`src/rtl/object_readout_ctrl.sv`:
```
// object_readout_ctrl
//   End-of-frame readout sequencer for the connected-component data table.
//   On frame_done it walks obj_id 1..num_labels. For each id it waits out the
//   table read latency and captures area / x-sum / y-sum. It computes both
//   centroids with two restoring dividers that start together and produce one
//   quotient bit per cycle, then offers the result on a valid/ready port.
//   Objects with zero area are skipped.
//
// Ports
//   clk, reset          clock, asynchronous active-high reset
//   en                  global enable; low freezes every register
//   frame_done          1-cycle pulse, labelling of the frame complete
//   num_labels          label count, sampled on an accepted frame_done
//   obj_id              table read address
//   obj_area/x/y        table read data for obj_id
//   out_valid/ready     result handshake
//   out_id/cx/cy        label and floor centroids of the result
//   busy                high in any state but IDLE
//   done                1-cycle pulse after the sequence finishes
//   overrun             1-cycle pulse after frame_done arrives while busy
module object_readout_ctrl #(
    parameter int unsigned WORD_SIZE = 8,
    parameter int unsigned LOC_W     = 32,
    parameter int unsigned TABLE_LAT = 2
) (
    input  logic                 clk,
    input  logic                 reset,
    input  logic                 en,
    input  logic                 frame_done,
    input  logic [7:0]           num_labels,
    output logic [WORD_SIZE-1:0] obj_id,
    input  logic [LOC_W-1:0]     obj_area,
    input  logic [LOC_W-1:0]     obj_x,
    input  logic [LOC_W-1:0]     obj_y,
    output logic                 out_valid,
    input  logic                 out_ready,
    output logic [WORD_SIZE-1:0] out_id,
    output logic [LOC_W-1:0]     out_cx,
    output logic [LOC_W-1:0]     out_cy,
    output logic                 busy,
    output logic                 done,
    output logic                 overrun
);

    localparam logic [2:0] IDLE    = 3'd0;
    localparam logic [2:0] ISSUE   = 3'd1;
    localparam logic [2:0] WAIT    = 3'd2;
    localparam logic [2:0] CAPTURE = 3'd3;
    localparam logic [2:0] DIV     = 3'd4;
    localparam logic [2:0] OUT     = 3'd5;
    localparam logic [2:0] FIN     = 3'd6;

    // One down-counter serves both the WAIT and the DIV phases.
    localparam int unsigned CNT_W = $clog2(LOC_W + TABLE_LAT + 1);
    localparam logic [CNT_W-1:0] DIV_LOAD  = CNT_W'(LOC_W - 1);
    localparam logic [CNT_W-1:0] WAIT_LOAD = CNT_W'((TABLE_LAT >= 2) ? TABLE_LAT - 2 : 0);
    localparam logic [CNT_W-1:0] CNT_ONE   = CNT_W'(1);
    localparam logic [WORD_SIZE-1:0] ID_ONE = WORD_SIZE'(1);

    logic [2:0]           state_q, state_d;
    logic [7:0]           n_q, n_d;
    logic [WORD_SIZE-1:0] id_q, id_d;
    logic [WORD_SIZE-1:0] obj_id_q, obj_id_d;
    logic [CNT_W-1:0]     cnt_q, cnt_d;
    logic [LOC_W-1:0]     area_q, area_d;
    logic [LOC_W-1:0]     rem_x_q, rem_x_d, quo_x_q, quo_x_d;
    logic [LOC_W-1:0]     rem_y_q, rem_y_d, quo_y_q, quo_y_d;
    logic                 out_valid_q, out_valid_d;
    logic [WORD_SIZE-1:0] out_id_q, out_id_d;
    logic [LOC_W-1:0]     out_cx_q, out_cx_d, out_cy_q, out_cy_d;
    logic                 done_q, done_d;
    logic                 overrun_q, overrun_d;

    logic [2*LOC_W-1:0]   step_x, step_y;
    logic                 last_id;

    // One restoring-division step. quo holds the not-yet-consumed dividend
    // bits in its upper end and collects quotient bits at the bottom.
    // Returns {remainder, quotient}.
    function automatic logic [2*LOC_W-1:0] div_step(input logic [LOC_W-1:0] rem,
                                                     input logic [LOC_W-1:0] quo,
                                                     input logic [LOC_W-1:0] dsr);
        logic [LOC_W:0]   sh;
        logic             ge;
        logic [LOC_W-1:0] rem_n;
        sh = {rem, quo[LOC_W-1]};
        ge = (sh >= {1'b0, dsr});
        // The difference is below dsr, so the low LOC_W bits are exact.
        rem_n = ge ? (sh[LOC_W-1:0] - dsr) : sh[LOC_W-1:0];
        return {rem_n, quo[LOC_W-2:0], ge};
    endfunction

    assign step_x  = div_step(rem_x_q, quo_x_q, area_q);
    assign step_y  = div_step(rem_y_q, quo_y_q, area_q);
    assign last_id = (id_q == WORD_SIZE'(n_q));

    always_comb begin
        state_d     = state_q;
        n_d         = n_q;
        id_d        = id_q;
        obj_id_d    = obj_id_q;
        cnt_d       = cnt_q;
        area_d      = area_q;
        rem_x_d     = rem_x_q;
        quo_x_d     = quo_x_q;
        rem_y_d     = rem_y_q;
        quo_y_d     = quo_y_q;
        out_valid_d = out_valid_q;
        out_id_d    = out_id_q;
        out_cx_d    = out_cx_q;
        out_cy_d    = out_cy_q;
        done_d      = 1'b0;
        overrun_d   = 1'b0;

        if (en) begin
            // A frame_done during FIN is also an overrun; FIN still goes to IDLE.
            overrun_d = frame_done && (state_q != IDLE);
            case (state_q)
                IDLE: begin
                    if (frame_done) begin
                        n_d = num_labels;
                        if (num_labels == 8'd0) begin
                            state_d = FIN;
                        end else begin
                            id_d    = ID_ONE;
                            state_d = ISSUE;
                        end
                    end
                end
                ISSUE: begin
                    obj_id_d = id_q;
                    if (TABLE_LAT <= 1) begin
                        state_d = CAPTURE;
                    end else begin
                        cnt_d   = WAIT_LOAD;
                        state_d = WAIT;
                    end
                end
                WAIT: begin
                    if (cnt_q == '0) begin
                        state_d = CAPTURE;
                    end else begin
                        cnt_d = cnt_q - CNT_ONE;
                    end
                end
                CAPTURE: begin
                    area_d  = obj_area;
                    quo_x_d = obj_x;
                    quo_y_d = obj_y;
                    rem_x_d = '0;
                    rem_y_d = '0;
                    cnt_d   = DIV_LOAD;
                    if (obj_area == '0) begin
                        if (last_id) begin
                            state_d = FIN;
                        end else begin
                            id_d    = id_q + ID_ONE;
                            state_d = ISSUE;
                        end
                    end else begin
                        state_d = DIV;
                    end
                end
                DIV: begin
                    {rem_x_d, quo_x_d} = step_x;
                    {rem_y_d, quo_y_d} = step_y;
                    if (cnt_q == '0) begin
                        // Final quotient bit is produced on this edge.
                        out_valid_d = 1'b1;
                        out_id_d    = id_q;
                        out_cx_d    = step_x[LOC_W-1:0];
                        out_cy_d    = step_y[LOC_W-1:0];
                        state_d     = OUT;
                    end else begin
                        cnt_d = cnt_q - CNT_ONE;
                    end
                end
                OUT: begin
                    if (out_ready) begin
                        out_valid_d = 1'b0;
                        if (last_id) begin
                            state_d = FIN;
                        end else begin
                            id_d    = id_q + ID_ONE;
                            state_d = ISSUE;
                        end
                    end
                end
                FIN: begin
                    done_d  = 1'b1;
                    state_d = IDLE;
                end
                default: begin
                    state_d = IDLE;
                end
            endcase
        end
    end

    always_ff @(posedge clk or posedge reset) begin
        if (reset) begin
            state_q     <= IDLE;
            n_q         <= '0;
            id_q        <= '0;
            obj_id_q    <= '0;
            cnt_q       <= '0;
            area_q      <= '0;
            rem_x_q     <= '0;
            quo_x_q     <= '0;
            rem_y_q     <= '0;
            quo_y_q     <= '0;
            out_valid_q <= 1'b0;
            out_id_q    <= '0;
            out_cx_q    <= '0;
            out_cy_q    <= '0;
            done_q      <= 1'b0;
            overrun_q   <= 1'b0;
        end else begin
            state_q     <= state_d;
            n_q         <= n_d;
            id_q        <= id_d;
            obj_id_q    <= obj_id_d;
            cnt_q       <= cnt_d;
            area_q      <= area_d;
            rem_x_q     <= rem_x_d;
            quo_x_q     <= quo_x_d;
            rem_y_q     <= rem_y_d;
            quo_y_q     <= quo_y_d;
            out_valid_q <= out_valid_d;
            out_id_q    <= out_id_d;
            out_cx_q    <= out_cx_d;
            out_cy_q    <= out_cy_d;
            done_q      <= done_d;
            overrun_q   <= overrun_d;
        end
    end

    assign obj_id    = obj_id_q;
    assign out_valid = out_valid_q;
    assign out_id    = out_id_q;
    assign out_cx    = out_cx_q;
    assign out_cy    = out_cy_q;
    assign busy      = (state_q != IDLE);
    assign done      = done_q;
    assign overrun   = overrun_q;

endmodule

```
`config.mk`:
```
export PLATFORM = sky130hd
export DESIGN_NAME = object_readout_ctrl
export DESIGN_NICKNAME = d
export VERILOG_FILES = /design/src/rtl/object_readout_ctrl.sv
export SDC_FILE = /design/constraint.sdc
export NUM_CORES = 1
export LEC_CHECK = 0
export CORE_ASPECT_RATIO = 0.5
export CORE_UTILIZATION = 55
export CTS_BUF_LIST = sky130_fd_sc_hd__clkbuf_8
export DETAILED_ROUTE_END_ITERATION = 8
export GPL_TIMING_DRIVEN = 1
export PLACE_DENSITY = 0.81
export SLEW_MARGIN = 20
export SYNTH_ARGS = -nofsm -noshare
export SYNTH_HDL_FRONTEND = slang
export SYNTH_SLANG_ARGS = --single-unit
```
`constraint.sdc`:
```
create_clock -name clk -period 28.1 [get_ports clk]
set_input_delay 7.025 -clock clk [delete_from_list [all_inputs] [get_ports clk]]
set_output_delay 7.025 -clock clk [all_outputs]
set_load 0.05 [all_outputs]
```
=== Yosys cells after proc, flatten, opt, wreduce, memory -nomap -nowiden ===
Index checks and enable logic that the tools add are counted.

* $add $sub $neg: 4
* Order comparisons: 2
* Eq/ne operators: 14
* Muxes and demuxes: 28
* Reduce and logical (&&, ||, !) cells: 20

{| class="wikitable"
|+ Operator list
! operator !! number
|-
| one-hot mux 32 bit (2 select lines) || 4
|-
| greater-or-equal comparator 33 x 32 -> 1 bit || 2
|-
| 2-to-1 mux 32 bit || 2
|-
| subtractor 32 bit || 2
|-
| 2-to-1 mux 8 bit || 5
|-
| logical NOT 32 bit || 1
|-
| one-hot mux 8 bit (3 select lines) || 1
|-
| 2-to-1 mux 3 bit || 7
|-
| one-hot mux 3 bit (6 select lines) || 1
|-
| one-hot mux 6 bit (3 select lines) || 1
|-
| inequality test 2 bit (second input constant) || 7
|-
| equality test 3 bit (second input constant) || 3
|-
| AND reduction 3 bit || 3
|-
| nonzero test 3 bit || 3
|-
| adder 8 x 1 -> 8 bit (second input constant) || 1
|-
| equality test 8 bit || 1
|-
| logical NOT 8 bit || 1
|-
| equality test 3 x 2 -> 1 bit (second input constant) || 2
|-
| logical NOT 6 bit || 1
|-
| 2-to-1 mux 6 bit || 1
|-
| AND reduction 2 bit || 3
|-
| AND reduction 6 bit || 1
|-
| subtractor 6 x 1 -> 6 bit (second input constant) || 1
|-
| 2-to-1 mux 1 bit || 5
|-
| 8 further kinds || 9
|}

* Bits in registers: 268
* Input port bits: 109
* Output and inout bits: 84

=== Depth between registers and ports, before layout ===
* Depth after elaboration: 4
* Mapped depth: 13
* Gate-level depth less buffers: 11

=== Worst setup path before layout ===
No wires, ideal clock.

* Path type: in2reg
* From: input port obj_area[25]
* To: register id_q[7]
* Setup time: 126 ps
* Arrival time: 8596 ps
* Required time: 27974 ps
* Setup slack: 19378 ps
* Stages: 9
* Path buffers: 1
* Path through: nor4_1 nand4_1 or2_2 nand2b_1 a21o_1 buf_2 nor4_2 xnor2_1 nor2_1

* Cells in the longest elaborated chain, start to end: 3

{| class="wikitable"
|+ RTL lines
! item !! RTL line !! RTL
|-
| start: declaration || 32 || <nowiki>input logic [LOC_W-1:0] obj_area,</nowiki>
|-
| logical NOT 32 bit || 153 || <nowiki>if (obj_area == '0) begin</nowiki>
|-
| inequality test 2 bit (no line) || - ||
|-
| AND reduction 6 bit (no line) || - ||
|-
| end signal: assignment || 221 || <nowiki>id_q <= id_d;</nowiki>
|-
| end: declaration || 62 || <nowiki>logic [WORD_SIZE-1:0] id_q, id_d;</nowiki>
|}

No other way between the ends.
A chain may end at the register's enable or synchronous reset.

=== Worst setup path in the final report ===
* From: input port en
* To: register quo_y_q[22]

* Cells in the longest elaborated chain, start to end: 1

{| class="wikitable"
|+ RTL lines
! item !! RTL line !! RTL
|-
| start: declaration || 28 || <nowiki>input logic en,</nowiki>
|-
| AND reduction 2 bit (no line) || - ||
|-
| end signal: assignment || 228 || <nowiki>quo_y_q <= quo_y_d;</nowiki>
|-
| end: declaration || 67 || <nowiki>logic [LOC_W-1:0] rem_y_q, rem_y_d, quo_y_q, quo_y_d;</nowiki>
|}

No other way between the ends.

==> results.sh <==
export IMPL_dr_pass1_iters=5
export IMPL_synth_compound_area_share=0.176
export IMPL_yosysTopAreaCell="dfrtp_1"
export IMPL_core_region_area_um2=27700
export IMPL_io_pins=193
export IMPL_fin_total_pwr_mw=1.59
export IMPL_cts_path_max_buffers=3
export IMPL_gr_usage_all_layers=0.278
export IMPL_period_share=0.339
export IMPL_crit_start="en"
export IMPL_synthCells=1608
export IMPL_grt_max_degree=135
export IMPL_worstHoldPathType="flip-flop to flip-flop"
export IMPL_ctsResizeCount=0
export IMPL_p_per_area_nw_per_um2=86.1
export IMPL_synthMuxAreaShare=0.130
export IMPL_syn_nets=1785
export IMPL_ys_flop_type="dfrtp_1"
export IMPL_vias=13000
export IMPL_yosysSeqAreaShare=0.432
export IMPL_cp_end_kind="flip-flop"
export IMPL_grt_pass1_vias=12300
export IMPL_r2r_slack_ns=24.44
export IMPL_dieArea_um2=28900
export IMPL_wire_per_inst_um=18.6
export IMPL_rr_endpoint="rem_y_q[25]$_DFFE_PP0P_"
export IMPL_path_class="primary input to flip-flop"
export IMPL_wirelength_mm=40.3
export IMPL_setup_violations=0
export IMPL_postCtsSetupBuffers=0
export IMPL_final_layout_size_suffix_gt1_frac=0.103
export IMPL_maxSlewViolCount=0
export IMPL_cp_arrival_ns=9.94
export IMPL_synth_top_family_by_area="compound AO/OA/AOI/OAI gates"
export IMPL_drtAntennaViolNets=0
export IMPL_drc=0
export IMPL_die_w_um=240
export IMPL_leakage_nw=8.21
export IMPL_avgSynthCellArea_um2=9.65
export IMPL_synth_xor_xnor_area_share=0.0322
export IMPL_clkTransAtPathRegs_ns=0.07
export IMPL_start_util=0.560
export IMPL_hold_ws_ns=0.492
export IMPL_post_synth_fa_ha_maj_area_fraction=0.0558
export IMPL_ff2ff_path_depth=10
export IMPL_required_ns=28.51
export IMPL_yosys_area_share_simple=0.134
export IMPL_synthArstFlopShare=1.00
export IMPL_die_h_um=121
export IMPL_fin_setup_tns_ns=0
export IMPL_finish_utilization=0.666
export IMPL_grt_pass1_wl_mm=63.9
export IMPL_status="completed"
export IMPL_viasPerCell=5.96
export IMPL_drt_iter0_markers=1185
export IMPL_tightest_slew_ns=1.12
export IMPL_syn_cell_area_um2=15500
export IMPL_final_hold_viol_count=0
export IMPL_rsz0062_at_grt="false"
export IMPL_reg2reg_from="area_q[4]$_DFFE_PP0P_"
export IMPL_hold_depth=1
export IMPL_cts_tree="done"
export IMPL_clock_sinks=268
export IMPL_cts_root_buf="clkbuf_8"
export IMPL_synth_top_area_frac=0.432
export IMPL_gp_congestion=0.929
export IMPL_io_buffers=192
export IMPL_maxCapViolCount=0
export IMPL_synth_seq_cells=268
export IMPL_yosysWarnings=0
export IMPL_preCtsSetupSlack_ns=17.72
export IMPL_synth_area_top_cells="dfrtp_1 43%, mux2i_1 6.6%, mux2_2 6.3%"
export IMPL_period_needed_ns=9.53
export IMPL_clock_fmax_mhz=105
export IMPL_worstSetupStartpointType="primary input"
export IMPL_synth_edff_count=0
export IMPL_cp_max_fo=134
export IMPL_rows=43
export IMPL_antenna_found_initial=1
export IMPL_clk_latency_ns=0.58
export IMPL_h_tree_depth=2
export IMPL_crit_end="quo_y_q[22]$_DFFE_PP0P_"
export IMPL_cts_buffers=40
export IMPL_dp_hpwl_mm=27.9
export IMPL_slew_headroom=0.253
export IMPL_fin_nets=1936
export IMPL_cts_hold_buf=0
export IMPL_layout_setup_ws_ns=18.57
export IMPL_ir_worst_vdd_mv=0.0379
export IMPL_skew_ns=0.0239
export IMPL_syn_to_final_growth_pct=18.9
export IMPL_grt_remaining_overflow=0
export IMPL_ys_types=86
## metrics by stage
| step | std cells | cell area, µm² |
|---|---|---|
| floorplan | 1608 | 15500 |
| global placement | 2099 | 17600 |
| detailed placement | 2099 | 17600 |
| CTS | 2170 | 18400 |
| global route | 2171 | 18400 |
| finish | 2172 | 18400 |
## where the power goes
| group | internal, mW | switching, mW |
|---|---|---|
| clock network | 0.178 | 0.161 |
| registers | 0.487 | 0.0725 |
| logic | 0.258 | 0.432 |
| total | 0.923 | 0.666 |
## logic make-up (layout without fill, tap and decap cells)
| kind of cell | Yosys count | after routing |
|---|---|---|
| adder cells (fa/ha/maj) | 68 | 68 |
| other | 0 | 2 |
| AO/OA/AOI/OAI | 435 | 435 |
| buffers and inverters | 151 | 331 |
| multiplexers | 190 | 190 |
| XOR/XNOR | 57 | 57 |
| AND/OR/NAND/NOR | 439 | 439 |
| flip-flops | 268 | 268 |
## layer usage
metal / part of all wire / GRT usage / up-vias / wire (µm)
li1: - / - / 6107 / -
met1: 0.45 / 0.385 / 6337 / 18100
met2: 0.46 / 0.443 / 403 / 18600
met3: 0.057 / 0.0452 / 106 / 2280
met4: 0.032 / 0.103 / 0 / 1280
met5: 0 / 0 / - / 0
## critical path, stage by stage
cell and delay, ns:
clkdlybuf4s50_1 0.59, and2_2 0.58, nor2_4 0.18, buf_4 0.51, buf_6 0.68, o21ai_0 0.27
## cell usage in the layout (no fill, tap or decap), types with 8 or more instances in the layout
cell type	count
mux2i_1	103
xor2_1	23
a22o_1	8
clkbuf_8	49
nand2_1	209
a211oi_1	12
dfrtp_1	268
nor3_1	13
nor4_1	17
nor2b_1	9
and3_1	12
xnor2_1	34
a21o_1	22
o21bai_1	8
nand2b_1	14
inv_1	70
o211ai_1	13
o21a_1	13
o31ai_1	9
ha_1	66
a32oi_1	11
nand3_1	34
and2_1	9
a31oi_1	9
mux2_2	87
a21oi_1	71
nand4_1	18
o21ai_1	10
o21ai_0	191
nor2_1	66
clkdlybuf4s50_1	192
## synthesized netlist by cell type (8+ instances only)
cell,n
clkbuf_1,47
nor2b_1,9
ha_1,66
o21a_1,13
a211oi_1,12
nand4_1,18
mux2_2,87
a32oi_1,11
nand2_1,210
o31ai_1,9
o21bai_1,8
o211ai_1,13
nor2_1,67
nand3_1,35
buf_1,10
o21ai_1,10
a21o_1,22
nor3_1,13
o21ai_0,191
xnor2_1,34
a22o_1,8
and3_1,13
a31oi_1,9
dfrtp_1,268
a21oi_1,71
and2_1,10
buf_2,27
mux2i_1,103
nor4_1,17
xor2_1,23
inv_1,60
nand2b_1,14
## flip-flops by register name, summed over array words and instances, names as in the netlist, 3 cells and up
name,cells
cnt_q,6
area_q,32
n_q,8
out_id,8
rem_x_q,32
out_cx,32
state_q,3
out_cy,32
quo_y_q,32
rem_y_q,32
id_q,8
quo_x_q,32
obj_id,8
## worst min-delay path by stage
stage / from / endpoint / slack (ns)
floorplan: cnt_q[5]$_DFFE_PP0P_ / cnt_q[5]$_DFFE_PP0P_ / 0.45
detailed placement: quo_y_q[31]$_DFFE_PP0P_ / quo_y_q[31]$_DFFE_PP0P_ / 0.48
global route: cnt_q[5]$_DFFE_PP0P_ / cnt_q[5]$_DFFE_PP0P_ / 0.50
CTS: cnt_q[5]$_DFFE_PP0P_ / cnt_q[5]$_DFFE_PP0P_ / 0.49
finish: cnt_q[5]$_DFFE_PP0P_ / cnt_q[5]$_DFFE_PP0P_ / 0.49
global placement: quo_y_q[31]$_DFFE_PP0P_ / quo_y_q[31]$_DFFE_PP0P_ / 0.47
## area by class of cell
type	instances	area, µm²
antenna	2	5.00
timing repair buffer	200	1990
inverter	60	233
multi-input combinational	1189	8200
fill	2202	9260
clock inverter	22	161
clock buffer	49	674
tap	382	478
sequential	268	6710
No activity file was read; power rests on OpenSTA's default activity.
